File: src/rtl/sram_arbiter_pkg.sv
// Shared types and constants for the two-port external SRAM arbiter.
package sram_arbiter_pkg;

   // Width of the per-phase strobe down-counter (supports up to 15 wait cycles).
   localparam int unsigned WAIT_W = 4;

   // Active-low strobe levels.
   localparam logic STROBE_OFF = 1'b1;
   localparam logic STROBE_ON  = 1'b0;

   // Access sequencer states; each word access is two halfword phases, low first.
   typedef enum logic [2:0] {
      StIdle,
      StSetupLo,
      StStrobeLo,
      StSetupHi,
      StStrobeHi,
      StResp
   } state_e;

endpackage

File: src/rtl/sram_arb_rr.sv
// Two-way round-robin picker: a lone requester wins, on contention the port
// that was not granted last time wins.
module sram_arb_rr (
   input  logic [1:0] req_i,
   input  logic       last_grant_i,
   input  logic       enable_i,
   output logic [1:0] grant_o
);

   // One-hot grant, only while the sequencer can take a new command.
   always_comb begin
      grant_o = 2'b00;
      if (enable_i) begin
         case (req_i)
            2'b01:   grant_o = 2'b01;
            2'b10:   grant_o = 2'b10;
            2'b11:   grant_o = last_grant_i ? 2'b01 : 2'b10;
            default: grant_o = 2'b00;
         endcase
      end
   end

endmodule

File: src/rtl/sram_arbiter.sv
// Round-robin arbiter and halfword access sequencer for a 16-bit asynchronous
// SRAM. Every 32-bit word access runs as a low then a high halfword phase;
// halves with no enabled bytes are skipped on writes. All pad outputs are
// registered so the strobes are glitch-free.
module sram_arbiter
   import sram_arbiter_pkg::*;
#(
   parameter int unsigned SRAM_AW     = 18,
   parameter int unsigned WAIT_CYCLES = 1
) (
   input  logic               CLK,
   input  logic               reset_in,
   input  logic               p0_cmd_valid,
   output logic               p0_cmd_ready,
   input  logic               p0_cmd_write,
   input  logic [SRAM_AW-2:0] p0_cmd_addr,
   input  logic [31:0]        p0_cmd_wdata,
   input  logic [3:0]         p0_cmd_mask,
   output logic               p0_rsp_valid,
   output logic [31:0]        p0_rsp_rdata,
   input  logic               p1_cmd_valid,
   output logic               p1_cmd_ready,
   input  logic               p1_cmd_write,
   input  logic [SRAM_AW-2:0] p1_cmd_addr,
   input  logic [31:0]        p1_cmd_wdata,
   input  logic [3:0]         p1_cmd_mask,
   output logic               p1_rsp_valid,
   output logic [31:0]        p1_rsp_rdata,
   output logic [SRAM_AW-1:0] sram_addr,
   input  logic [15:0]        sram_dat_read,
   output logic [15:0]        sram_dat_write,
   output logic               sram_dat_writeEnable,
   output logic               sram_cs_n,
   output logic               sram_we_n,
   output logic               sram_oe_n,
   output logic               sram_lb_n,
   output logic               sram_ub_n
);

   localparam logic [WAIT_W-1:0] CntLoad = WAIT_W'(WAIT_CYCLES - 1);

   state_e              state_q, state_d;
   logic [WAIT_W-1:0]   cnt_q, cnt_d;
   logic                last_grant_q, last_grant_d;
   logic                port_q, port_d;
   logic                write_q, write_d;
   logic [SRAM_AW-2:0]  addr_q, addr_d;
   logic [31:0]         wdata_q, wdata_d;
   logic [3:0]          mask_q, mask_d;
   logic [15:0]         rd_lo_q, rd_lo_d;
   logic [31:0]         rdata0_q, rdata0_d, rdata1_q, rdata1_d;
   logic                rsp0_q, rsp0_d, rsp1_q, rsp1_d;
   logic [SRAM_AW-1:0]  sram_addr_q, sram_addr_d;
   logic [15:0]         dat_q, dat_d;
   logic                we_en_q, we_en_d;
   logic                cs_n_q, cs_n_d, we_n_q, we_n_d, oe_n_q, oe_n_d;
   logic                lb_n_q, lb_n_d, ub_n_q, ub_n_d;
   logic [1:0]          grant;
   logic                accept, hi_phase, strobe;

   sram_arb_rr u_rr (
      .req_i        ({p1_cmd_valid, p0_cmd_valid}),
      .last_grant_i (last_grant_q),
      .enable_i     (state_q == StIdle),
      .grant_o      (grant)
   );

   assign p0_cmd_ready = grant[0];
   assign p1_cmd_ready = grant[1];
   assign accept       = |grant;

   // Latch the granted command; fields feed the output logic in the accept cycle.
   always_comb begin
      port_d       = port_q;
      write_d      = write_q;
      addr_d       = addr_q;
      wdata_d      = wdata_q;
      mask_d       = mask_q;
      last_grant_d = last_grant_q;
      if (accept) begin
         port_d       = grant[1];
         last_grant_d = grant[1];
         write_d      = grant[1] ? p1_cmd_write : p0_cmd_write;
         addr_d       = grant[1] ? p1_cmd_addr  : p0_cmd_addr;
         wdata_d      = grant[1] ? p1_cmd_wdata : p0_cmd_wdata;
         mask_d       = grant[1] ? p1_cmd_mask  : p0_cmd_mask;
      end
   end

   // State register and strobe counter.
   always_ff @(posedge CLK or posedge reset_in) begin
      if (reset_in) begin
         state_q <= StIdle;
         cnt_q   <= '0;
      end else begin
         state_q <= state_d;
         cnt_q   <= cnt_d;
      end
   end

   // Next-state: phase sequencing with write half-skip.
   always_comb begin
      state_d = state_q;
      cnt_d   = cnt_q;
      case (state_q)
         StIdle: begin
            if (accept) begin
               if (write_d && (mask_d[1:0] == 2'b00)) begin
                  state_d = (mask_d[3:2] == 2'b00) ? StResp : StSetupHi;
               end else begin
                  state_d = StSetupLo;
               end
            end
         end
         StSetupLo: begin
            state_d = StStrobeLo;
            cnt_d   = CntLoad;
         end
         StStrobeLo: begin
            if (cnt_q == '0) begin
               state_d = (write_q && (mask_q[3:2] == 2'b00)) ? StResp : StSetupHi;
            end else begin
               cnt_d = cnt_q - 1'b1;
            end
         end
         StSetupHi: begin
            state_d = StStrobeHi;
            cnt_d   = CntLoad;
         end
         StStrobeHi: begin
            if (cnt_q == '0) begin
               state_d = StResp;
            end else begin
               cnt_d = cnt_q - 1'b1;
            end
         end
         StResp:  state_d = StIdle;
         default: state_d = StIdle;
      endcase
   end

   assign hi_phase = (state_d == StSetupHi) || (state_d == StStrobeHi);
   assign strobe   = (state_d == StStrobeLo) || (state_d == StStrobeHi);

   // Output decode from the upcoming state, so pad outputs can be registered.
   always_comb begin
      sram_addr_d = sram_addr_q;
      dat_d       = dat_q;
      we_en_d     = 1'b0;
      cs_n_d      = STROBE_OFF;
      we_n_d      = STROBE_OFF;
      oe_n_d      = STROBE_OFF;
      lb_n_d      = STROBE_OFF;
      ub_n_d      = STROBE_OFF;
      rsp0_d      = 1'b0;
      rsp1_d      = 1'b0;
      rd_lo_d     = rd_lo_q;
      rdata0_d    = rdata0_q;
      rdata1_d    = rdata1_q;
      case (state_d)
         StSetupLo, StStrobeLo, StSetupHi, StStrobeHi: begin
            sram_addr_d = {addr_d, hi_phase};
            cs_n_d      = STROBE_ON;
            if (write_d) begin
               dat_d   = hi_phase ? wdata_d[31:16] : wdata_d[15:0];
               we_en_d = 1'b1;
               lb_n_d  = hi_phase ? !mask_d[2] : !mask_d[0];
               ub_n_d  = hi_phase ? !mask_d[3] : !mask_d[1];
               we_n_d  = !strobe;
            end else begin
               oe_n_d = !strobe;
               lb_n_d = STROBE_ON;
               ub_n_d = STROBE_ON;
            end
         end
         StResp: begin
            rsp0_d = !port_d;
            rsp1_d = port_d;
         end
         default: ;
      endcase
      // Read halves are sampled at the end of the last strobe cycle.
      if ((state_q == StStrobeLo) && (cnt_q == '0)) begin
         rd_lo_d = sram_dat_read;
      end
      if ((state_q == StStrobeHi) && (cnt_q == '0) && !write_q) begin
         if (port_q) begin
            rdata1_d = {sram_dat_read, rd_lo_q};
         end else begin
            rdata0_d = {sram_dat_read, rd_lo_q};
         end
      end
   end

   // Command, read-data and pad output registers.
   always_ff @(posedge CLK or posedge reset_in) begin
      if (reset_in) begin
         last_grant_q <= 1'b1;
         port_q       <= 1'b0;
         write_q      <= 1'b0;
         addr_q       <= '0;
         wdata_q      <= '0;
         mask_q       <= '0;
         rd_lo_q      <= '0;
         rdata0_q     <= '0;
         rdata1_q     <= '0;
         rsp0_q       <= 1'b0;
         rsp1_q       <= 1'b0;
         sram_addr_q  <= '0;
         dat_q        <= '0;
         we_en_q      <= 1'b0;
         cs_n_q       <= STROBE_OFF;
         we_n_q       <= STROBE_OFF;
         oe_n_q       <= STROBE_OFF;
         lb_n_q       <= STROBE_OFF;
         ub_n_q       <= STROBE_OFF;
      end else begin
         last_grant_q <= last_grant_d;
         port_q       <= port_d;
         write_q      <= write_d;
         addr_q       <= addr_d;
         wdata_q      <= wdata_d;
         mask_q       <= mask_d;
         rd_lo_q      <= rd_lo_d;
         rdata0_q     <= rdata0_d;
         rdata1_q     <= rdata1_d;
         rsp0_q       <= rsp0_d;
         rsp1_q       <= rsp1_d;
         sram_addr_q  <= sram_addr_d;
         dat_q        <= dat_d;
         we_en_q      <= we_en_d;
         cs_n_q       <= cs_n_d;
         we_n_q       <= we_n_d;
         oe_n_q       <= oe_n_d;
         lb_n_q       <= lb_n_d;
         ub_n_q       <= ub_n_d;
      end
   end

   assign p0_rsp_valid         = rsp0_q;
   assign p1_rsp_valid         = rsp1_q;
   assign p0_rsp_rdata         = rdata0_q;
   assign p1_rsp_rdata         = rdata1_q;
   assign sram_addr            = sram_addr_q;
   assign sram_dat_write       = dat_q;
   assign sram_dat_writeEnable = we_en_q;
   assign sram_cs_n            = cs_n_q;
   assign sram_we_n            = we_n_q;
   assign sram_oe_n            = oe_n_q;
   assign sram_lb_n            = lb_n_q;
   assign sram_ub_n            = ub_n_q;

endmodule

File: config.mk
export PLATFORM = sky130hd
export DESIGN_NAME = sram_arbiter
export DESIGN_NICKNAME = d
export VERILOG_FILES = /design/src/rtl/sram_arbiter_pkg.sv /design/src/rtl/sram_arb_rr.sv /design/src/rtl/sram_arbiter.sv
export SDC_FILE = /design/constraint.sdc
export NUM_CORES = 1
export LEC_CHECK = 0
export ABC_AREA = 0
export BUFFER_PORTS_ARGS = -buffer_cell sky130_fd_sc_hd__buf_2
export CORE_ASPECT_RATIO = 1.1
export CORE_MARGIN = 2
export CORE_UTILIZATION = 45
export CTS_CLUSTER_DIAMETER = 80
export CTS_CLUSTER_SIZE = 24
export DETAILED_ROUTE_END_ITERATION = 10
export PLACE_DENSITY_LB_ADDON = 0.08
export SETUP_SLACK_MARGIN = 0.5
export SLEW_MARGIN = 20
export SYNTH_ARGS = -nofsm -noshare
export SYNTH_HDL_FRONTEND = slang
export SYNTH_HIERARCHICAL = 1
export SYNTH_SLANG_ARGS = --single-unit
File: constraint.sdc
create_clock -name CLK -period 5.1 [get_ports CLK]
set_clock_uncertainty 0.15 [all_clocks]
set_input_delay 0.255 -clock CLK [delete_from_list [all_inputs] [get_ports CLK]]
set_output_delay 0.255 -clock CLK [all_outputs]
set_load 0.02 [all_outputs]
Word level (Yosys, flattened, before mapping):

Index checks and enable logic that the tools add are counted.

* bitwise logic cells: 1
* eq/ne operators: 13
* reductions and logical operators: 28
* muxes and demuxes: 37
* add/subtract/negate cells: 1

Operator list (count)
* $mux 32: 2
* $mux 17: 2
* $mux 1: 18
* $mux 3: 6
* $mux 16: 1
* $pmux 3 s5: 1
* $eq 3x2->1 const B: 4
* $mux 4: 3
* $eq 3x3->1 const B: 3
* $pmux 4 s2: 1
* $reduce_and 2->1: 4
* $logic_not 1->1: 7
* $eq 3x1->1 const B: 2
* $logic_not 2->1: 3
* $pmux 2 s3: 1
* $reduce_or 2->1: 3
* $logic_and 1x1->1: 5
* $eq 2x2->1 const B: 2
* $logic_not 4->1: 1
* $mux 2: 2
* $reduce_or 4->1: 1
* $sub 4x1->4 const B: 1
* $logic_not 3->1: 1
* $eq 2x1->1 const B: 1
* other kinds (4): 5

* register bits after elaboration: 185
* input port bits: 128
* output and inout port bits: 108

Longest topological paths before layout:

Gate-level depths: netlist (run 1).

* word-level depth: 15
* gate-level depth with buffers: 13
* mapped depth without buffers: 10

Hierarchy:

The synthesis (run 1) kept the hierarchy.

By module, submodules not included
* sram_arbiter: sequential area each 4636.9 um2, cells each 620, area each 7888.8 um2, times used 1
* sram_arb_rr: sequential area each 0.0 um2, cells each 5, area each 21.3 um2, times used 1

Worst setup path after synthesis (run 1):

Ideal clock, no wire load.

* path type: flip-flop to flip-flop
* start: register state_q[1]
* end: register sram_addr_q[11] (netlist: sram_addr[11])
* setup time: 125 ps
* required time: 4825 ps
* stages on the path, launching flop included: 12
* arrival time: 2900 ps
* path slack: 1925 ps
* period minus slack after synthesis: 3175 ps
* cells stage by stage: dfrtp_1 -> buf_2 -> nor3_2 -> nand2_1 -> a21oi_1 -> buf_2 -> and4bb_2 -> a22oi_1 -> o221ai_4 -> xnor2_4 -> buf_6 -> mux2_4

* cells in the longest elaborated chain, start to end: 11

Ends and longest elaborated chain
* start: declaration: RTL line sram_arbiter.sv:42 `state_e state_q, state_d;`
* start signal: assignment: RTL line sram_arbiter.sv:93 `state_q <= StIdle;`
* start signal: assignment: RTL line sram_arbiter.sv:96 `state_q <= state_d;`
* $logic_not 3->1 (*): RTL line sram_arbiter.sv:64 `.enable_i (state_q == StIdle),`
* $mux 2 (*): RTL line sram_arb_rr.sv:13 `if (enable_i) begin`
* via p1_cmd_ready: RTL line sram_arbiter.sv:22 `output logic p1_cmd_ready,`
* $mux 4 or $reduce_or 2->1 (tied branches): RTL line sram_arbiter.sv:86, sram_arbiter.sv:70
* $mux 4: RTL line sram_arbiter.sv:80 `if (accept) begin`
* $logic_not 2->1, on equally long branches: RTL line sram_arbiter.sv:109, sram_arbiter.sv:108
* $mux 3 or $logic_and 1x1->1 (tied branches): RTL line sram_arbiter.sv:109, sram_arbiter.sv:108
* $mux 3: RTL line sram_arbiter.sv:108 `if (write_d && (mask_d[1:0] == 2'b00)) begin`
* $mux 3 (*): RTL line sram_arbiter.sv:107 `if (accept) begin`
* $pmux 3 s5 (*): RTL line sram_arbiter.sv:105 `case (state_q)`
* via state_d[2]: RTL line sram_arbiter.sv:42
* $eq 3x2->1, or another cell as far along: RTL line sram_arbiter.sv:160 `case (state_d)`
* $reduce_or 4->1 (*): RTL line sram_arbiter.sv:160
* end signal: assignment: RTL line sram_arbiter.sv:229 `sram_addr_q <= sram_addr_d;`
* end: declaration: RTL line sram_arbiter.sv:53 `logic [SRAM_AW-1:0] sram_addr_q, sram_addr_d;`

The timed path passes the listed nets; every way through them passes the cells marked *.
A chain may end at the register's enable or synchronous reset.

Worst setup path in the final report (run 1):

* start: register state_q[1]
* end: register sram_addr_q[5] (netlist: sram_addr[5])

* cells in the longest elaborated chain, start to end: 11

Ends and longest elaborated chain (RTL line)
* $logic_not 3->1: sram_arbiter.sv:64, sram_arbiter.sv:105
* $mux 2: sram_arb_rr.sv:13
* $mux 4 or $reduce_or 2->1 (tied branches): sram_arbiter.sv:86, sram_arbiter.sv:70
* $mux 4: sram_arbiter.sv:80
* $logic_not 2->1, on equally long branches: sram_arbiter.sv:109, sram_arbiter.sv:108
* $mux 3 or $logic_and 1x1->1 (tied branches): sram_arbiter.sv:109, sram_arbiter.sv:108
* $mux 3: sram_arbiter.sv:108
* $mux 3: sram_arbiter.sv:107
* $pmux 3 s5 (*): sram_arbiter.sv:105
* via state_d[2]: sram_arbiter.sv:42
* $eq 3x2->1, or another cell as far along: sram_arbiter.sv:160
* $reduce_or 4->1 (*): sram_arbiter.sv:160

Marked as above.

==> results of run 1 <==
[layout make-up]
| type | instances | area [µm²] |
|---|---|---|
| repair buffers | 310 | 1920 |
| multi-input cells | 395 | 3100 |
| clock buffers | 20 | 467 |
| clock inverters | 12 | 158 |
| fillers | 1414 | 6530 |
| inverters | 8 | 33.8 |
| flip-flops and latches | 185 | 4640 |
| well taps | 234 | 293 |
[how the worst max path moves through the flow]
stage               cells past startpoint             to  slack [ns]       start
finish                                  8   sram_addr[5]        1.33  state_q[1]
global route                            8   sram_addr[8]        1.10  state_q[1]
CTS                                     8   sram_addr[8]        1.31  state_q[1]
detailed placement                      8  sram_addr[10]        1.35  state_q[1]
global placement                        8   sram_addr[6]        1.42  state_q[1]
floorplan                              11  sram_addr[11]        1.92  state_q[1]
[cells in the final DEF, fill, tap and decap left out, types with 2 or more instances in the layout]
cell type      synthesis  layout
nor2_1                14      14
clkinvlp_4             0       4
a21oi_4                0       2
nand3_1                2       2
mux2i_1               69      68
mux2_4                 9       9
buf_2                 16     235
clkbuf_8               0       3
dlygate4sd3_1          0      68
and3_1                 2       2
nor4_1                 2       2
dfstp_2                6       6
o21ai_0               70      70
nand2b_1               2       2
buf_4                  0       6
or3_1                  3       3
a31oi_1                4       4
mux2_2                92      92
nor3_1                 4       4
a21o_1                 2       2
dfrtp_1              179     179
xor2_1                 2       2
a22oi_1                2       2
or2_2                  2       2
inv_1                  8       7
a21oi_1                8       6
clkinv_2               0       2
nor3_2                 2       2
inv_6                  0       4
bufinv_16              0       3
clkbuf_16              0      17
a211oi_1               2       2
nand2_1               80      80
[flip-flops by register name (all words and copies together) (netlist names), 3 cells and up]
register	flops
addr_q	17
cnt_q	4
mask_q	4
p0_rsp_rdata	32
p1_rsp_rdata	32
rd_lo_q	16
sram_addr	18
sram_dat_write	16
state_q	3
wdata_q	32
[power by group through the flow]
stage | registers [µW] | logic (µW) | clock network (µW)
global route | 2670 | 3680 | 1490
detailed placement | 2600 | 3370 | 0
CTS | 2590 | 3410 | 1420
global placement | 2570 | 3250 | 0
finish | 2580 | 3370 | 1380
floorplan | 3010 | 2010 | 0
[metrics by stage]
step / power [µW] / instances / cell area [µm²] / utilization
2_1_floorplan: 5020 / 625 / 7910 / -
3_3_place_gp: 5820 / 1064 / 9310 / 0.543
3_5_place_dp: 5970 / 1064 / 9310 / 0.543
4_1_cts: 7420 / 1164 / 10600 / 0.619
5_1_grt: 7850 / 1164 / 10600 / 0.619
6_report: 7340 / 1164 / 10600 / 0.619
[routing by layer]
metal  GRT usage  wire length (µm)  up-vias
met3      0.0603              1090       22
met2       0.361              9470      177
li1            -                 -     2767
met4      0.0655               289        0
met5           0                 0        -
met1       0.255              8180     2850
[cell families (layout without fill, tap and decap cells)]
logic type | after synthesis | in the layout
flip-flops | 185 | 185
multiplexers | 170 | 170
AND/OR/NAND/NOR | 125 | 125
AO/OA/AOI/OAI | 96 | 96
buffers and inverters | 45 | 350
XOR/XNOR | 3 | 3
adder cells (fa/ha/maj) | 1 | 1
[critical path, delay by kind of cell, from the launching register on]
family          cells  cell delay (ns)
simple gates        4             0.87
mux                 1             0.41
compound gates      2             0.98
xor+xnor            1             0.72
flops               1             0.50
==> results.tsv, run 1 <==
stage	metric	value	unit
clock_network	tritoncts	built	
clock_network	ctsLongestPathBuffers	2	
critical_path	worst-endpoint-required	5.26	ns
sta	fin_setup_tns	0	ns
global_route	grt_max_degree	186	
clock_network	post_cts_resize_count	0	
placement	io_buffers	235	
synth	synth_fa_ha_area_frac	0.00158	
sta	timing.fmax	265	MHz
cells_and_area	syn2layout_area_growth	34.2	%
synth	synthTopCellsByArea	dfrtp_1 57%, mux2_2 13%, mux2i_1 8.7%	
floorplan	die_w	130	µm
clock_network	ctsHoldBuffers	68	
global_route	grt_pass1_wl	30400	µm
synth	synthMuxAreaShare	0.235	
flow_run	maxCapViolCount	0	
sta	fin_crit	3.77	ns
placement	pre_cts_slack	1.35	ns
sta	setup_ws	1.33	ns
floorplan	io_pins	236	
pwr	clkPwrFrac	0.189	
sta	hold_ws	-0.0267	ns
critical_path	critPathCaptureType	flip-flop	
clock_network	clock-sinks	185	
critical_path	slowest_delay	0.72	ns
sta	fin_crit_sh	0.740	
critical_path	critPathLaunchType	flip-flop	
route	drt-initial-drc-count	187	
pwr	max-vdd-ir-drop	380	µV
global_route	grt.total_usage	0.210	
critical_path	r2r-end	sram_addr[5]	
route	vias_per_cell	5.00	
synth	syn_inst	625	
clock_network	clkTransAtPathRegs	0.07	ns
pwr	p_sw_frac	0.387	
min_path	hold_class	input port to async pin	
clock_network	post_cts_buffers	0	
route	wl_per_cell	16.3	µm
synth	synthFlopType	dfrtp_1	
critical_path	crit_type	flip-flop to flip-flop	
synth	synth-compound-area-share	0.0710	
route	ant_nets	0	
critical_path	path_max_fanout	24	
clock_network	clk_latency	0.43	ns
floorplan	row_count	50	
route	wirelength	19000	µm
synth	synth_top_family_by_area	multiplexers	
synth	synth_common_cells	179 x dfrtp_1, 92 x mux2_2, 80 x nand2_1	
pwr	powerDensity	691	mW/mm²
synth	yosysSeqAreaShare	0.586	
cells_and_area	nets	1046	
placement	hpwl	12700	µm
sta	finalMaxSlewViolations	0	
critical_path	crit_path_cell_trace	nor3_2 -> nand2_1 -> a21oi_4 -> nor4_2 -> nor3_2 -> o221ai_4 -> xnor2_4 -> mux2_2	
clock_network	htreeDepth	4	
pwr	pwr-share-comb	0.459	
floorplan	die_area	0.0187	mm²
synth	ys_seq_elements	185	
sta	worst_pin_slew	1.02	ns
critical_path	crit_arrival	3.93	ns
critical_path	timing.rr.start	state_q[1]	
pwr	power.internal	4500	µW
synth	yosysMostFrequentCell	dfrtp_1	
synth	synth_top_area_frac	0.566	
synth	synthDistinctLibCells	48	
critical_path	reg2reg_depth	8	
synth	synth-xor-area-share	0.00569	
outcome	status	complete, but fails checks	
floorplan	core	0.0171	mm²
pwr	switching_power	2840	µW
synth	syn-num-nets	754	
global_route	antenna_found_initial	0	
synth	synth-edff-count	0	
synth	yosys.area_share.simple	0.0743	
synth	avgSynthCellArea	12.7	µm²
global_route	overflow	0	
clock_network	cts_buffers	17	
clock_network	cts-root-buf	clkbuf_16	
route	drc	0	
pwr	seqPwrFrac	0.352	
route	drt-pass1-iter-count	5	
global_route	grt_pass1_vias	6074	
outcome	violations	hold timing	
critical_path	slowest_stage	xnor2_4	
cells_and_area	layout-drive-gt1-share	0.431	
synth	synthArstFlopShare	1.00	
critical_path	rrSetupSlack	1.33	ns
route	route.vias.total	5816	
sta	max-slew-margin-rel	0.317	
synth	synth.largest_area_cell	dfrtp_1	
synth	yosys_warnings	6	
placement	gp_congestion	0.795	
sta	finalSetupViolCount	0	
critical_path	crit_top_cell	nor3_2	
sta	hold_violations	25	
sta	rsz0062_at_grt	no	
floorplan	die_h	143	µm
floorplan	start_util	0.461	
synth	synth_area	0.00791	mm²
cells_and_area	antenna_cells	0	
pwr	p_leak	0.00491	µW
Power figures use the tool's default switching activity.
==> run 2: changes to the inputs <==
clock period = 3.7 ns   (was 5.1 ns; I/O delays follow)
==> run 2 against run 1 <==
  * The run still ends with hold timing left
  * Cell count up 4.6%
  * Critical path depth up 3
  * Worst setup slack worse by 0.64 ns
  * First-iteration DRC count up 37%
  * Global-route usage up 1.2 points
  * Routed wire length up 6.9%
  * Sequential power up 38%
  * Clock-buffer cell count down 2
  * Critical path type unchanged
  * Highest routed layer unchanged
==> results.tsv, run 2 (synthesis gave the netlist of run 1 again) <==
stage	metric	value	unit
global_route	grt_pass1_wl	32200	µm
sta	fin_setup_tns	0	ns
cells_and_area	layout-drive-gt1-share	0.425	
cells_and_area	syn2layout_area_growth	40.9	%
critical_path	path_max_fanout	20	
placement	pre_cts_slack	0.330	ns
sta	timing.fmax	331	MHz
flow_run	maxCapViolCount	0	
sta	setup_ws	0.683	ns
placement	dpl-instance-area	0.00935	mm²
clock_network	cts-root-buf	clkbuf_16	
global_route	antenna_found_initial	0	
global_route	overflow	0	
outcome	status	complete, but fails checks	
cells_and_area	multi_input_area	0.00312	mm²
clock_network	clkTransAtPathRegs	0.07	ns
critical_path	critPathLaunchType	flip-flop	
placement	hpwl	13000	µm
sta	fin_crit	3.02	ns
placement	dp.cells	1068	
floorplan	core	0.0171	mm²
cells_and_area	finalNonFillerCells	1218	
floorplan	die_area	0.0187	mm²
cells_and_area	final_area	0.0111	mm²
sta	rsz0062_at_grt	no	
clock_network	clk_latency	0.43	ns
cells_and_area	fillers	1362	
route	route.vias.total	6151	
critical_path	rrSetupSlack	0.68	ns
route	wirelength	20300	µm
route	vias_per_cell	5.05	
floorplan	die_w	130	µm
clock_network	tritoncts	built	
route	drt-initial-drc-count	256	
clock_network	cts_buffers	17	
route	drt-pass1-iter-count	4	
global_route	grt_pass1_vias	6481	
sta	max-slew-margin-rel	0.370	
sta	finalSetupViolCount	0	
critical_path	critPathCaptureType	flip-flop	
sta	hold_violations	1	
global_route	grt_max_degree	88	
route	drc	0	
cells_and_area	antenna_cells	0	
critical_path	crit_arrival	3.17	ns
cells_and_area	seq_area	0.00464	mm²
global_route	grt.total_usage	0.222	
sta	finalMaxSlewViolations	0	
cells_and_area	mostFrequentLayoutCell	buf_2	
floorplan	row_count	50	
sta	fin_crit_sh	0.815	
critical_path	crit_type	flip-flop to flip-flop	
placement	gp_congestion	0.860	
pwr	max-vdd-ir-drop	487	µV
critical_path	reg2reg_depth	11	
placement	io_buffers	235	
clock_network	clock-sinks	185	
cells_and_area	nets	1100	
route	ant_nets	0	
min_path	min_path_cells	3	
route	wl_per_cell	16.7	µm
min_path	hold_class	input port to flip-flop	
floorplan	die_h	143	µm
floorplan	start_util	0.461	
clock_network	htreeDepth	4	
pwr	powerDensity	963	mW/mm²
critical_path	worst-endpoint-required	3.86	ns
pwr	p_leak	0.00516	µW
cells_and_area	layout_common_cells	235 x buf_2, 176 x dfrtp_1, 109 x dlygate4sd3_1, 92 x mux2_2, 80 x nand2_1	
clock_network	ctsLongestPathBuffers	2	
floorplan	io_pins	236	
sta	hold_ws	-0.000395	ns
sta	worst_pin_slew	0.943	ns
outcome	violations	hold timing	
## run 2: cell count changes in the layout (fill, tap and decap cells not counted), moves of 3 or more
cell / before / now
dfrtp_1: 179 / 176
clkinv_4: 0 / 3
dfrtp_2: 0 / 3
buf_12: 1 / 6
inv_8: 0 / 4
bufinv_16: 3 / 0
clkbuf_8: 3 / 0
buf_4: 6 / 11
dlygate4sd3_1: 68 / 109
## run 2: worst paths after layout
kind                                    from           endpoint
max                               state_q[1]      sram_addr[10]
min                          p0_cmd_addr[13]         addr_q[13]
max reg2reg                       state_q[1]      sram_addr[10]
min reg2reg                sram_dat_write[0]  sram_dat_write[0]
max in group asynchronous           reset_in          sram_lb_n
min in group asynchronous           reset_in   p0_rsp_rdata[13]
## run 2: power breakdown
group | switching [µW] | total [µW] | internal (µW)
Combinational | 2820 | 5430 | 2610
Clock | 842 | 1730 | 892
Sequential | 505 | 3570 | 3060
Total | 4160 | 10700 | 6570
## run 2: routing by layer
layer / GRT usage / wire [µm]
met5: 0 / 0
met4: 0.0722 / 406
met3: 0.0622 / 1240
met2: 0.386 / 10400
met1: 0.266 / 8260
## run 2: through the flow
stage,hold WS (ns),power (µW),util
global route,0.000875,11400,0.650
global placement,0.246,8060,0.545
floorplan,0.178,6920,-
CTS,0.000902,10700,0.648
detailed placement,0.281,8240,0.545
finish,-0.000395,10700,0.650
## run 2: critical path, stage by stage, from the launching register on
cell,delay (ns)
dfrtp_2,0.48
nor3_2,0.27
nand2_1,0.16
a21oi_4,0.22
buf_6,0.21
nor3b_1,0.25
nor3_2,0.11
o221ai_4,0.21
buf_12,0.16
xnor2_4,0.13
buf_12,0.18
mux2_2,0.35
## run 2: layout make-up
class                   instances  share of cell area
inverters                       8             0.00303
repair buffers                363               0.224
multi-input cells             396               0.280
flip-flops and latches        185               0.416
clock inverters                14              0.0120
clock buffers                  18              0.0385
well taps                     234              0.0263
## run 2: what timing repair did
item	CTS	global route
hold endpoints to repair	149	0
gates resized for setup	2	6
setup endpoints to repair	37	70
cloned	0	1
pin swaps	3	0
hold buffers	109	0
buffers inserted	6	2
==> run 3: changes to the inputs <==
clock period = 2.9 ns   (was 3.7 ns; I/O delays follow)
==> run 3 against run 2 <==
  * The run now ends clean
  * Sequential share of layout area is 3.6 points lower
  * Hold slack better by 0.016 ns
  * Sequential cell count unchanged
  * Routed wire length rose by 8.6%
  * Combinational power is 45% higher
  * First-iteration DRC count shrank 3.5%
  * Highest routed layer unchanged
==> results.tsv, run 3 (synthesis gave the netlist of run 1 again) <==
stage	metric	value	unit
placement	gp_congestion	0.840	
global_route	grt.total_usage	0.221	
clock_network	ctsLongestPathBuffers	2	
cells_and_area	seq_area	0.00464	mm²
cells_and_area	layout_common_cells	235 x buf_2, 179 x dfrtp_1, 114 x dlygate4sd3_1, 73 x nand2_1, 66 x mux2i_1	
route	route.vias.total	6488	
placement	hpwl	13300	µm
sta	max-slew-margin-rel	0.593	
clock_network	htreeDepth	4	
flow_run	maxCapViolCount	0	
critical_path	critPathLaunchType	flip-flop	
pwr	p_total	14800	µW
critical_path	rrSetupSlack	0.15	ns
pwr	p_leak	0.00574	µW
cells_and_area	nets	1161	
outcome	status	finished clean	
sta	hold_ws	0.0159	ns
global_route	grt_pass1_vias	6722	
pwr	power.internal	9220	µW
critical_path	reg2reg_depth	12	
pwr	pwr-share-comb	0.529	
pwr	clkPwrFrac	0.164	
sta	fin_setup_tns	0	ns
cells_and_area	fillers	1234	
placement	io_buffers	235	
sta	rsz0062_at_grt	yes	
cells_and_area	syn2layout_area_growth	54.2	%
floorplan	row_count	50	
pwr	max-vdd-ir-drop	664	µV
clock_network	clkTransAtPathRegs	0.07	ns
critical_path	crit_path_cell_trace	nor3_4 -> nand2_2 -> a21oi_4 -> and4bb_2 -> a22oi_2 -> o221ai_4 -> buf_6 -> mux2i_4 -> buf_12 -> buf_12 -> nand2_1 -> o21ai_0	
floorplan	die_w	130	µm
clock_network	clock-sinks	185	
clock_network	cts-root-buf	clkbuf_16	
route	vias_per_cell	5.07	
floorplan	core	0.0171	mm²
global_route	grt_max_degree	72	
sta	hold_violations	0	
critical_path	slowest_delay	0.41	ns
min_path	min_path_cells	3	
sta	worst_pin_slew	0.600	ns
route	drt-initial-drc-count	247	
cells_and_area	multi_input_area	0.00336	mm²
critical_path	crit_top_cell	buf_12	
pwr	switching_power	5620	µW
critical_path	crit_type	flip-flop to flip-flop	
floorplan	die_h	143	µm
route	drt-pass1-iter-count	4	
sta	fin_crit_sh	0.947	
clock_network	clk_latency	0.42	ns
global_route	overflow	0	
clock_network	tritoncts	built	
sta	fin_crit	2.75	ns
min_path	hold_class	input port to flip-flop	
floorplan	die_area	0.0187	mm²
cells_and_area	layout-drive-gt1-share	0.467	
route	wirelength	22100	µm
critical_path	crit_arrival	2.92	ns
global_route	grt_pass1_wl	32500	µm
pwr	seqPwrFrac	0.307	
pwr	powerDensity	1220	mW/mm²
critical_path	worst-endpoint-required	3.08	ns
critical_path	critPathCaptureType	flip-flop	
clock_network	cts_buffers	17	
critical_path	path_max_fanout	9	
route	wl_per_cell	17.3	µm
floorplan	io_pins	236	
critical_path	slowest_stage	dfrtp_1	
route	drc	0	
route	ant_nets	0	
sta	finalMaxSlewViolations	0	
sta	timing.fmax	364	MHz
cells_and_area	antenna_cells	0	
floorplan	start_util	0.461	
sta	finalSetupViolCount	0	
pwr	p_sw_frac	0.378	
cells_and_area	mostFrequentLayoutCell	buf_2	
global_route	antenna_found_initial	0	
## run 3: cell types whose count changed in the layout (fill, tap and decap cells not counted), moves of 5 or more
cell | previous run | this run
clkbuf_16 | 17 | 22
dlygate4sd3_1 | 109 | 114
buf_12 | 6 | 12
buf_6 | 1 | 12
o21ai_0 | 70 | 49
mux2_2 | 92 | 59
mux2_4 | 9 | 42
nand2_2 | 1 | 7
o21ai_1 | 0 | 20
buf_4 | 11 | 39
nand2_1 | 80 | 73
dlymetal6s4s_1 | 0 | 5
## run 3: layout make-up
class	instances	share of cell area
Multi-Input combinational cell	395	0.275
Clock inverter	14	0.0151
Clock buffer	18	0.0360
Sequential cell	185	0.380
Inverter	8	0.00277
Timing Repair Buffer	425	0.267
Tap cell	234	0.0240
## run 3: final timing paths
check,startpoint,end
max,state_q[1],sram_dat_write[12]
min,p0_cmd_mask[2],mask_q[2]
max reg2reg,state_q[1],sram_dat_write[12]
min reg2reg,sram_dat_write[9],sram_dat_write[9]
max in group asynchronous,reset_in,sram_cs_n
min in group asynchronous,reset_in,p1_rsp_valid
## run 3: stage by stage
step / instances / util / area [µm²] / setup slack [ns]
2_1_floorplan: 625 / - / 8020 / 0.0113
3_3_place_gp: 1082 / 0.555 / 9520 / -0.00754
3_5_place_dp: 1082 / 0.555 / 9520 / -0.127
4_1_cts: 1252 / 0.679 / 11600 / 0.190
5_1_grt: 1279 / 0.712 / 12200 / -0.0209
6_report: 1279 / 0.712 / 12200 / 0.153
## run 3: metal layers
metal | up-vias | GRT usage | routed length (µm)
li1 | 3005 | - | -
met1 | 3235 | 0.256 | 9130
met2 | 210 | 0.397 | 11300
met3 | 38 | 0.0495 | 1170
met4 | 0 | 0.0812 | 516
met5 | - | 0 | 0
## run 3: timing repair
action	CTS	global route
setup buffers	16	20
hold buffers	120	0
resized for setup	18	74
gates cloned	2	7
pin swaps	10	16
setup endpoints to repair	106	115
endpoints found under the hold margin	140	0
## run 3: worst max-delay path, delay by kind of cell, from the launching register on
kind | cells | cell delay, ns
AND/OR/NAND/NOR | 4 | 0.71
AO/OA/AOI/OAI | 4 | 0.70
buffers and inverters | 3 | 0.45
flip-flops | 1 | 0.41
multiplexers | 1 | 0.24
## run 3: power by group through the flow
stage,registers [µW],logic [µW],clock network [µW]
final,4550,7850,2440
after global routing,4700,8450,2600
after CTS,4520,7040,2480
after detailed placement,4550,6220,0
after global placement,4490,6040,0
after floorplan,5310,3700,0
